==> src/rtl/store_merge_unit.sv <==
// ============================================================================
// Module      : store_merge_unit
// Description : Narrows SW/SH/SB store data and writes it to a word-only
//               memory port, using read-modify-write for sub-word stores.
// Revision    : 1.0 - initial release
// ============================================================================
`default_nettype none

module store_merge_unit #(
    parameter int ADDR_W = 32
) (
    input  logic              clk,
    input  logic              rst,
    input  logic              req_valid,
    output logic              req_ready,
    input  logic [1:0]        req_op,
    input  logic [ADDR_W-1:0] req_addr,
    input  logic [31:0]       req_data,
    output logic              busy,
    output logic              done,
    output logic              misalign,
    output logic [ADDR_W-1:0] mem_addr,
    output logic              mem_rd,
    output logic              mem_wr,
    output logic [31:0]       mem_wdata,
    input  logic [31:0]       mem_rdata,
    input  logic              mem_ack
);

    typedef enum logic [1:0] {
        S_IDLE = 2'd0,
        S_RD   = 2'd1,
        S_WR   = 2'd2,
        S_RESP = 2'd3
    } state_t;

    localparam logic [1:0] C_OP_SW = 2'b00;
    localparam logic [1:0] C_OP_SH = 2'b01;
    localparam logic [1:0] C_OP_SB = 2'b10;

    state_t            r_state_q, w_state_d;
    logic [1:0]        r_op_q,    w_op_d;
    logic [1:0]        r_lane_q,  w_lane_d;
    logic [31:0]       r_data_q,  w_data_d;
    logic [31:0]       r_wdata_q, w_wdata_d;
    logic [ADDR_W-1:0] r_addr_q,  w_addr_d;
    logic              r_mis_q,   w_mis_d;

    logic              w_accept;
    logic              w_req_mis;
    logic [31:0]       w_merged;

    assign w_accept = req_valid && req_ready;

    // Reserved op is rejected alongside genuinely misaligned addresses.
    always_comb begin
        w_req_mis = 1'b0;
        case (req_op)
            C_OP_SW: w_req_mis = (req_addr[1:0] != 2'b00);
            C_OP_SH: w_req_mis = req_addr[0];
            C_OP_SB: w_req_mis = 1'b0;
            default: w_req_mis = 1'b1;
        endcase
    end

    // Lane merge of the registered store data into the word just read.
    always_comb begin
        w_merged = mem_rdata;
        case (r_op_q)
            C_OP_SH: begin
                if (r_lane_q[1]) w_merged = {r_data_q[15:0], mem_rdata[15:0]};
                else             w_merged = {mem_rdata[31:16], r_data_q[15:0]};
            end
            C_OP_SB: begin
                case (r_lane_q)
                    2'd0:    w_merged = {mem_rdata[31:8], r_data_q[7:0]};
                    2'd1:    w_merged = {mem_rdata[31:16], r_data_q[7:0], mem_rdata[7:0]};
                    2'd2:    w_merged = {mem_rdata[31:24], r_data_q[7:0], mem_rdata[15:0]};
                    default: w_merged = {r_data_q[7:0], mem_rdata[23:0]};
                endcase
            end
            default: w_merged = r_data_q;
        endcase
    end

    always_comb begin
        w_state_d = r_state_q;
        w_op_d    = r_op_q;
        w_lane_d  = r_lane_q;
        w_data_d  = r_data_q;
        w_wdata_d = r_wdata_q;
        w_addr_d  = r_addr_q;
        w_mis_d   = r_mis_q;
        case (r_state_q)
            S_IDLE: begin
                if (w_accept) begin
                    w_op_d   = req_op;
                    w_lane_d = req_addr[1:0];
                    w_data_d = req_data;
                    w_addr_d = {req_addr[ADDR_W-1:2], 2'b00};
                    w_mis_d  = w_req_mis;
                    if (w_req_mis) begin
                        w_state_d = S_RESP;
                    end else if (req_op == C_OP_SW) begin
                        w_wdata_d = req_data;
                        w_state_d = S_WR;
                    end else begin
                        w_state_d = S_RD;
                    end
                end
            end
            S_RD: begin
                if (mem_ack) begin
                    w_wdata_d = w_merged;
                    w_state_d = S_WR;
                end
            end
            S_WR: begin
                if (mem_ack) w_state_d = S_RESP;
            end
            default: begin
                w_mis_d   = 1'b0;
                w_state_d = S_IDLE;
            end
        endcase
    end

    always_ff @(posedge clk) begin
        if (rst) begin
            r_state_q <= S_IDLE;
            r_op_q    <= 2'b00;
            r_lane_q  <= 2'b00;
            r_data_q  <= 32'd0;
            r_wdata_q <= 32'd0;
            r_addr_q  <= '0;
            r_mis_q   <= 1'b0;
        end else begin
            r_state_q <= w_state_d;
            r_op_q    <= w_op_d;
            r_lane_q  <= w_lane_d;
            r_data_q  <= w_data_d;
            r_wdata_q <= w_wdata_d;
            r_addr_q  <= w_addr_d;
            r_mis_q   <= w_mis_d;
        end
    end

    assign req_ready = !rst && (r_state_q == S_IDLE);
    assign busy      = (r_state_q != S_IDLE);
    assign done      = (r_state_q == S_RESP);
    assign misalign  = (r_state_q == S_RESP) && r_mis_q;
    assign mem_rd    = (r_state_q == S_RD);
    assign mem_wr    = (r_state_q == S_WR);
    assign mem_addr  = r_addr_q;
    assign mem_wdata = r_wdata_q;

endmodule

`default_nettype wire

==> config.mk <==
export PLATFORM = sky130hd
export DESIGN_NAME = store_merge_unit
export DESIGN_NICKNAME = d
export VERILOG_FILES = /design/src/rtl/store_merge_unit.sv
export SDC_FILE = /design/constraint.sdc
export NUM_CORES = 1
export LEC_CHECK = 0
export CAP_MARGIN = 20
export CORE_MARGIN = 1
export CORE_UTILIZATION = 49
export CTS_CLUSTER_SIZE = 12
export DETAILED_ROUTE_END_ITERATION = 16
export PLACE_DENSITY = 0.86
export RECOVER_POWER = 100
export SKIP_CTS_REPAIR_TIMING = 1
export SLEW_MARGIN = 30
export SYNTH_ARGS = -nofsm -noshare
export SYNTH_HDL_FRONTEND = slang
export SYNTH_SLANG_ARGS = --single-unit
==> constraint.sdc <==
create_clock -name clk -period 3.5 [get_ports clk]
set_clock_uncertainty 0.2 [all_clocks]
set_input_delay 0.875 -clock clk [delete_from_list [all_inputs] [get_ports clk]]
set_output_delay 0.875 -clock clk [all_outputs]
set_load 0.02 [all_outputs]
After elaboration in Yosys (flattened, before gate mapping)
Index checks and enable logic that the tools add are counted.
{ "totals": {"ff_bits": 101, "out_inout_bits": 70, "wordCells": 54} }
{ "classes": {"n_eq_ne": 14, "n_bitwise": 1, "n_reduce_logical": 15, "mux": 17} }
{ "ops": {"columns": ["op", "count"], "rows": [
  ["two-way mux 32 bit", 5],
  ["one-hot mux 32 bit (2 select lines)", 2],
  ["one-hot mux 32 bit (3 select lines)", 1],
  ["== test 2 bit, second input constant", 5],
  ["two-way mux 2 bit", 5],
  ["== test 2 x 1 -> 1 bit, second input constant", 4],
  ["logical NOT 2 bit", 3],
  ["inequality test 2 bit, second input constant", 3],
  ["one-hot mux 2 bit (3 select lines)", 1],
  ["nonzero test 2 bit", 3],
  ["AND reduction 5 bit", 1],
  ["inequality test 2 x 1 -> 1 bit, second input constant", 2],
  ["AND reduction 2 bit", 2],
  ["logical AND 1 bit", 3],
  ["one-hot mux 1 bit (3 select lines)", 1],
  ["AND reduction 3 bit", 1],
  ["one-hot mux 1 bit (2 select lines)", 1],
  ["OR reduction 2 bit", 1],
  ["logical NOT 1 bit", 1],
  ["two-way mux 1 bit", 1],
  ["NOT 1 bit", 1]
]} }

Logic depth before layout (Yosys ltp)
Gate-level depths: netlist of the first run.
{ "depth": {"word_depth": 5, "depth_mapped": 8, "mapped_depth_nobuf": 7} }

Worst setup path after synthesis of the first run
Ideal clock, no wire load.
{ "synth_path": {"path_kind": "in2out", "startpoint": "input port rst", "endpoint": "output port req_ready", "path_buffers": 2, "required_time_ps": 2425, "arrival_ps": 1534, "path_slack_ps": 891, "path_stages": 3, "cell_sequence": "clkbuf_1 -> clkbuf_1 -> nor2_1"} }
{ "synth_via": {"elab_chain_len": 2} }
{ "synth_lines": {"columns": ["item", "line", "text"], "rows": [
  ["from (decl)", "13", "input logic rst,"],
  ["logical NOT 1 bit", "148", "assign req_ready = !rst && (r_state_q == S_IDLE);"],
  ["logical AND 1 bit", "148", null],
  ["to (decl)", "15", "output logic req_ready,"]
]} }
Every way passes these cells.

Final worst setup path of the first run
{ "layout_path": {"startpoint": "register r_state_q[1]", "endpoint": "output port req_ready"} }
{ "layout_via": {"elab_chain_len": 2} }
{ "layout_lines": {"columns": ["item", "line", "text"], "rows": [
  ["from (decl)", "41", "state_t r_state_q, w_state_d;"],
  ["from (signal assigned)", "138", "r_state_q <= w_state_d;"],
  ["logical NOT 2 bit", "148", null],
  ["logical AND 1 bit", "148", null]
]} }
Every way passes these cells.

==> results of run 1 <==
-- worst max-delay path: cells and delay by family, from the launching register on --
kind	cells	cell delay, ns
buffers and inverters	3	1.00
DFF	1	0.38
adders and majority gates	1	0.33
and+or+nand+nor	1	0.14
-- how the worst max path moves through the flow --
stage	start	to	slack [ns]
floorplan	rst	req_ready	0.89
global placement	req_addr[1]	mem_wdata[18]$_SDFFE_PP0P_	0.42
detailed placement	req_op[1]	mem_wdata[22]$_SDFFE_PP0P_	0.31
CTS	r_state_q[1]$_SDFFE_PP0P_	req_ready	0.26
global route	r_state_q[1]$_SDFFE_PP0P_	req_ready	0.08
finish	r_state_q[1]$_SDFFE_PP0P_	req_ready	0.21
-- per-stage QoR --
step | util, % | hold WS [ns]
2_1_floorplan | - | 0.236
3_3_place_gp | 69.9 | 0.241
3_5_place_dp | 69.9 | 0.248
4_1_cts | 71.9 | 0.263
5_1_grt | 71.5 | 0.277
6_report | 71.5 | 0.259
-- cell families (layout without fill, tap and decap cells) --
kind of cell	after synthesis	in the layout
AND/OR/NAND/NOR	231	231
adder cells (fa/ha/maj)	7	7
AO/OA/AOI/OAI	165	165
multiplexers	25	25
buffers and inverters	76	222
flip-flops	101	101
other	1	2
-- final cells by class --
class                   instances  area, µm²  share of cell area, %
clock buffers                  10        128                   1.90
clock inverters                 6       63.8                  0.948
inverters                      26       97.6                   1.45
multi-input cells             430       2490                   37.1
flip-flops and latches        101       2020                   30.1
well taps                     129        161                   2.40
repair buffers                180       1760                   26.2
-- power by group --
part           internal (µW)  switching, µW
registers               1460            221
logic                    871           1290
clock network            330            400
total                   2660           1910
-- placed cells by master (no fill, tap or decap), drive strengths merged, types with 2 or more instances in the layout --
| master | count |
|---|---|
| inv | 26 |
| conb | 2 |
| clkinvlp | 2 |
| nand3b | 8 |
| a21oi | 87 |
| nor2 | 40 |
| dfxtp | 101 |
| a22oi | 8 |
| a221o | 16 |
| mux2 | 25 |
| clkinv | 3 |
| nand2 | 143 |
| clkdlybuf4s50 | 100 |
| a211oi | 3 |
| nor3 | 25 |
| o21ai | 5 |
| dlygate4sd3 | 68 |
| buf | 9 |
| nand2b | 4 |
| ha | 7 |
| o41ai | 9 |
| nand3 | 8 |
| clkbuf | 13 |
| a32o | 8 |
| a221oi | 24 |
-- layer usage --
metal / up-vias / global-route usage, % / share of wire (%)
li1: 2405 / - / -
met1: 2438 / 36.2 / 40
met2: 274 / 50.6 / 48
met3: 30 / 10.1 / 10
met4: 0 / 8.47 / 1.9
met5: - / 0 / 0
-- state kept, by name (all words and copies together), names as in the netlist --
| register | cells |
|---|---|
| r_op_q | 2 |
| mem_wdata | 32 |
| r_state_q | 2 |
| mem_addr | 30 |
| r_data_q | 32 |
| r_lane_q | 2 |
| r_mis_q | 1 |
==> impl_metrics.py, run 1 <==
metrics = {
    "floorplan": {
        "io_pins": 172,
        "die_area_um2": 10300,
        "die_h_um": 101,
        "num_rows": 35,
        "fp.dieW_um": 101,
        "core-area_um2": 9420,
        "floorplan.initialDensity_pct": 51.3,
    },
    "finish": {
        "post_route_cells_drive_above_1_share_pct": 5.84,
        "syn_to_final_growth_pct": 39.3,
        "antennaDiodeCount": 0,
        "layout.nets": 857,
        "nFillCells": 728,
        "final_area_um2": 6730,
        "final_cells": 882,
    },
    "detailed_routing": {
        "final_antenna_net_count": 0,
        "wire_per_inst_um": 17.1,
        "route.detailed.drc": 0,
        "drt-initial-drc-count": 297,
        "drt-pass1-iter-count": 5,
        "wl_um": 15100,
        "post_drt_via_cell_ratio": 5.84,
        "vias": 5147,
    },
    "synth": {
        "yosys.area.top_type": "dfxtp_1",
        "synth_cell_types": 36,
        "synth_ff_type": "dfxtp_1",
        "postSynthCellCount": 606,
        "yosysSeqAreaShare_pct": 41.9,
        "synth-simple-area-share_pct": 19.9,
        "syn_area_um2": 4830,
        "synth_top_area_share_pct": 41.9,
        "synth_commonest_cells": "nand2_1 (142), dfxtp_1 (101), a21oi_1 (86)",
        "synth_adder_area_share_pct": 1.81,
        "async_flop_share_pct": 0,
        "synth_compound_area_share_pct": 24.0,
        "synthTopCellsByArea": "dfxtp_1 (42%), nand2_1 (11%), a21oi_1 (8.9%)",
        "synth_top_family_by_area": "compound AO/OA/AOI/OAI gates",
        "yosysWarnings": 0,
        "synth_mux_area_share_pct": 5.83,
        "synth-edff-count": 0,
        "yosysMostFrequentCell": "nand2_1",
        "synth_xor_area_share_pct": 0,
        "avgSynthCellArea_um2": 7.97,
        "synth_seq_cells": 101,
    },
    "timing": {
        "min_period_ns": 3.29,
        "hold_viol_final": 0,
        "worst_pin_slew_ns": 1.19,
        "finalSetupViolations": 0,
        "slew_headroom_pct": 20.6,
        "slew_violations": 0,
        "setup_ws_ns": 0.210,
        "setup_tns_ns": 0,
        "rsz0062_at_grt": "no",
        "fmax_mhz": 304,
        "period_share_pct": 94.0,
    },
    "placed_design": {
        "place_ws_ns": 0.309,
        "place_congestion": 0.933,
        "dpl.cell_count": 866,
        "portBuffers": 169,
        "placed_area_um2": 6580,
        "dp_hpwl_um": 10800,
    },
    "hold_path": {
        "hold_path.class": "register to register",
        "min-delay-start": "r_data_q[29]$_SDFFE_PP0P_",
        "worst_hold_path.endpoint": "r_data_q[29]$_SDFFE_PP0P_",
        "hold_depth": 2,
    },
    "global_routing": {
        "grt_start_max_net_pins": 92,
        "grt_pass1_vias": 4979,
        "track_usage_pct": 29.9,
        "grt_overflow": 0,
        "antenna_found_initial": 0,
        "grt_pass1_wl_um": 23900,
    },
    "critical_path": {
        "worstPathArrival_ns": 2.21,
        "rrSetupSlack_ns": 0.44,
        "worstPathCellList": "inv_1 > ha_1 > inv_1 > nor2_1 > dlygate4sd3_1",
        "end_kind": "output pin",
        "critPathLaunchType": "register",
        "reg2reg_depth": 7,
        "worst-path-max-fanout": 6,
        "cp_slowest_stage_delay_ns": 0.68,
        "setup.worst_path.class": "register to output pin",
        "r2r_end": "r_op_q[1]$_SDFFE_PP0P_",
        "cpMaxStageDelayCell": "dlygate4sd3_1",
        "r2r-start": "r_state_q[1]$_SDFFE_PP0P_",
        "crit_top_cell": "inv_1",
        "crit_required_ns": 2.42,
    },
    "power": {
        "power_density_nw_per_um2": 680,
        "leakage_uw": 0.00259,
        "total_power_uw": 4570,
        "ir_drop_v": 0.000540,
    },
    "cts": {
        "clockBufferDepth": 2,
        "cts_buffers": 9,
        "root_buffer": "clkbuf_8",
        "clock_sinks": 101,
        "clkLatencyLatePin_ns": 0.36,
        "cts_tree": "built",
        "cts.clk_slew.worst_paths_ns": 0.10,
        "htreeDepth": 3,
    },
    "status": {
        "outcome": "finished, final reports clean",
    },
    "flow_run": {
        "max-cap-violations": 0,
    },
}
Power figures use the tool's default switching activity.
==> run 2: changes to the inputs <==
==> constraint.sdc (replaced) <==
create_clock -name clk -period 3.5 [get_ports clk]
set_clock_uncertainty 0.2 [all_clocks]
set_input_delay 0.525 -clock clk [delete_from_list [all_inputs] [get_ports clk]]
set_output_delay 0.525 -clock clk [all_outputs]
set_load 0.02 [all_outputs]
==> impl_metrics.py, run 2 (same netlist as run 1, synthesis figures left out) <==
metrics = {
    "power": {
        "sw_frac_of_total_pct": 42.6,
        "leakage_uw": 0.00259,
        "ir_drop_v": 0.000363,
        "seq_power_share_pct": 36.9,
        "switchingPower_uw": 1940,
        "p_int_uw": 2610,
        "pwr-share-comb_pct": 47.2,
        "power_density_nw_per_um2": 676,
        "p_clk_share_pct": 15.9,
        "total_power_uw": 4550,
    },
    "finish": {
        "regArea_um2": 2020,
        "syn_to_final_growth_pct": 39.3,
        "final_area_um2": 6730,
        "layout_commonest_cell": "nand2_1",
        "antennaDiodeCount": 0,
        "final_cell_mix": "nand2_1 (142), dfxtp_1 (101), clkdlybuf4s50_1 (99)",
        "multiInputGateArea_um2": 2490,
        "final_util_pct": 71.5,
        "post_route_cells_drive_above_1_share_pct": 5.99,
        "layout.nets": 855,
        "nFillCells": 742,
    },
    "critical_path": {
        "worstPathArrival_ns": 3.15,
        "r2r-start": "r_state_q[1]$_SDFFE_PP0P_",
        "rrSetupSlack_ns": 0.46,
        "setup.worst_path.class": "register to register",
        "reg2reg_depth": 6,
        "worst-path-max-fanout": 31,
        "crit_required_ns": 3.60,
        "end_kind": "register",
        "r2r_end": "r_lane_q[1]$_SDFFE_PP0P_",
        "critPathLaunchType": "register",
    },
    "detailed_routing": {
        "drt-pass1-iter-count": 5,
        "vias": 5098,
        "wl_um": 14700,
        "post_drt_via_cell_ratio": 5.79,
        "route.detailed.drc": 0,
        "final_antenna_net_count": 0,
        "wire_per_inst_um": 16.7,
        "drt-initial-drc-count": 289,
    },
    "hold_path": {
        "worst_hold_path.endpoint": "r_data_q[30]$_SDFFE_PP0P_",
        "hold_path.class": "register to register",
        "min-delay-start": "r_data_q[30]$_SDFFE_PP0P_",
        "hold_depth": 2,
    },
    "floorplan": {
        "io_pins": 172,
        "die_h_um": 101,
        "num_rows": 35,
        "floorplan.initialDensity_pct": 51.3,
        "fp.dieW_um": 101,
        "core-area_um2": 9420,
        "die_area_um2": 10300,
    },
    "cts": {
        "cts_tree": "built",
        "clock_sinks": 101,
        "cts_buffers": 9,
        "clockBufferDepth": 2,
        "clkLatencyLatePin_ns": 0.38,
        "cts.clk_slew.worst_paths_ns": 0.11,
        "root_buffer": "clkbuf_8",
        "htreeDepth": 3,
    },
    "placed_design": {
        "dp_hpwl_um": 10500,
        "placed_area_um2": 6580,
        "place_congestion": 0.894,
        "portBuffers": 169,
    },
    "global_routing": {
        "grt_start_max_net_pins": 58,
        "grt_overflow": 0,
        "grt_pass1_wl_um": 23200,
        "grt_pass1_vias": 4899,
        "track_usage_pct": 29.0,
        "antenna_found_initial": 0,
    },
    "timing": {
        "finalSetupViolations": 0,
        "period_share_pct": 86.9,
        "slew_violations": 0,
        "setup_tns_ns": 0,
        "min_period_ns": 3.04,
        "worst_pin_slew_ns": 1.09,
        "slew_headroom_pct": 27.1,
        "hold_viol_final": 0,
        "rsz0062_at_grt": "no",
        "fmax_mhz": 329,
        "fin_hold_ws_ns": 0.259,
    },
    "flow_run": {
        "max-cap-violations": 0,
    },
    "status": {
        "outcome": "finished, final reports clean",
    },
}
[run 2: changes by cell type in the layout (fill, tap and decap cells not counted), sizes merged]
cell / before / now
bufinv: 1 / 0
clkbuf: 13 / 11
clkinv: 3 / 4
buf: 9 / 8
clkinvlp: 2 / 1
dlygate4sd3: 68 / 69
clkdlybuf4s50: 100 / 99
inv: 26 / 28
[run 2: power by group through the flow]
stage | clock, µW | combinational (µW) | sequential (µW)
2_1_floorplan | 0 | 1090 | 1920
3_3_place_gp | 0 | 2180 | 1700
3_5_place_dp | 0 | 2240 | 1710
4_1_cts | 738 | 2260 | 1680
5_1_grt | 780 | 2330 | 1710
6_report | 725 | 2150 | 1680
[run 2: cell type report]
cell class                      instances  share of cell area [%]
Timing Repair Buffer                  178                    26.2
Clock inverter                          7                    1.04
Clock buffer                            9                    1.84
Inverter                               26                    1.45
Sequential cell                       101                    30.1
Tap cell                              129                    2.40
Multi-Input combinational cell        430                    37.0
[run 2: how the worst max path moves through the flow]
stage | from | endpoint | slack, ns | depth (start not counted)
after floorplan | r_state_q[1]$_SDFFE_PP0P_ | mem_wdata[15]$_SDFFE_PP0P_ | 1.38 | 7
after global placement | req_addr[1] | mem_wdata[28]$_SDFFE_PP0P_ | 0.77 | 5
after detailed placement | req_addr[1] | mem_wdata[23]$_SDFFE_PP0P_ | 0.67 | 6
after CTS | r_state_q[1]$_SDFFE_PP0P_ | req_ready | 0.56 | 5
after global routing | r_state_q[1]$_SDFFE_PP0P_ | r_data_q[26]$_SDFFE_PP0P_ | 0.22 | 6
final | r_state_q[1]$_SDFFE_PP0P_ | r_lane_q[1]$_SDFFE_PP0P_ | 0.46 | 6
[run 2: critical path, cell delays in order (launching register included)]
cell and delay, ns:
dfxtp_1 0.45, inv_1 0.12, ha_1 0.31, nand2_1 0.84, clkbuf_1 0.73, nand2_1 0.13, a21oi_1 0.17
[run 2: routing by layer]
| metal | part of all wire, % | vias to the layer above | global-route usage, % |
|---|---|---|---|
| met5 | 0 | - | 0 |
| met4 | 2.5 | 0 | 11.5 |
| met3 | 11 | 36 | 9.32 |
| met2 | 47 | 281 | 48.7 |
| met1 | 39 | 2381 | 34.3 |
| li1 | - | 2400 | - |
[run 2: per-stage QoR]
step                cells  setup slack, ns
floorplan             607             1.38
global placement      864            0.775
detailed placement    864            0.666
CTS                   880            0.555
global route          880            0.216
finish                880            0.458
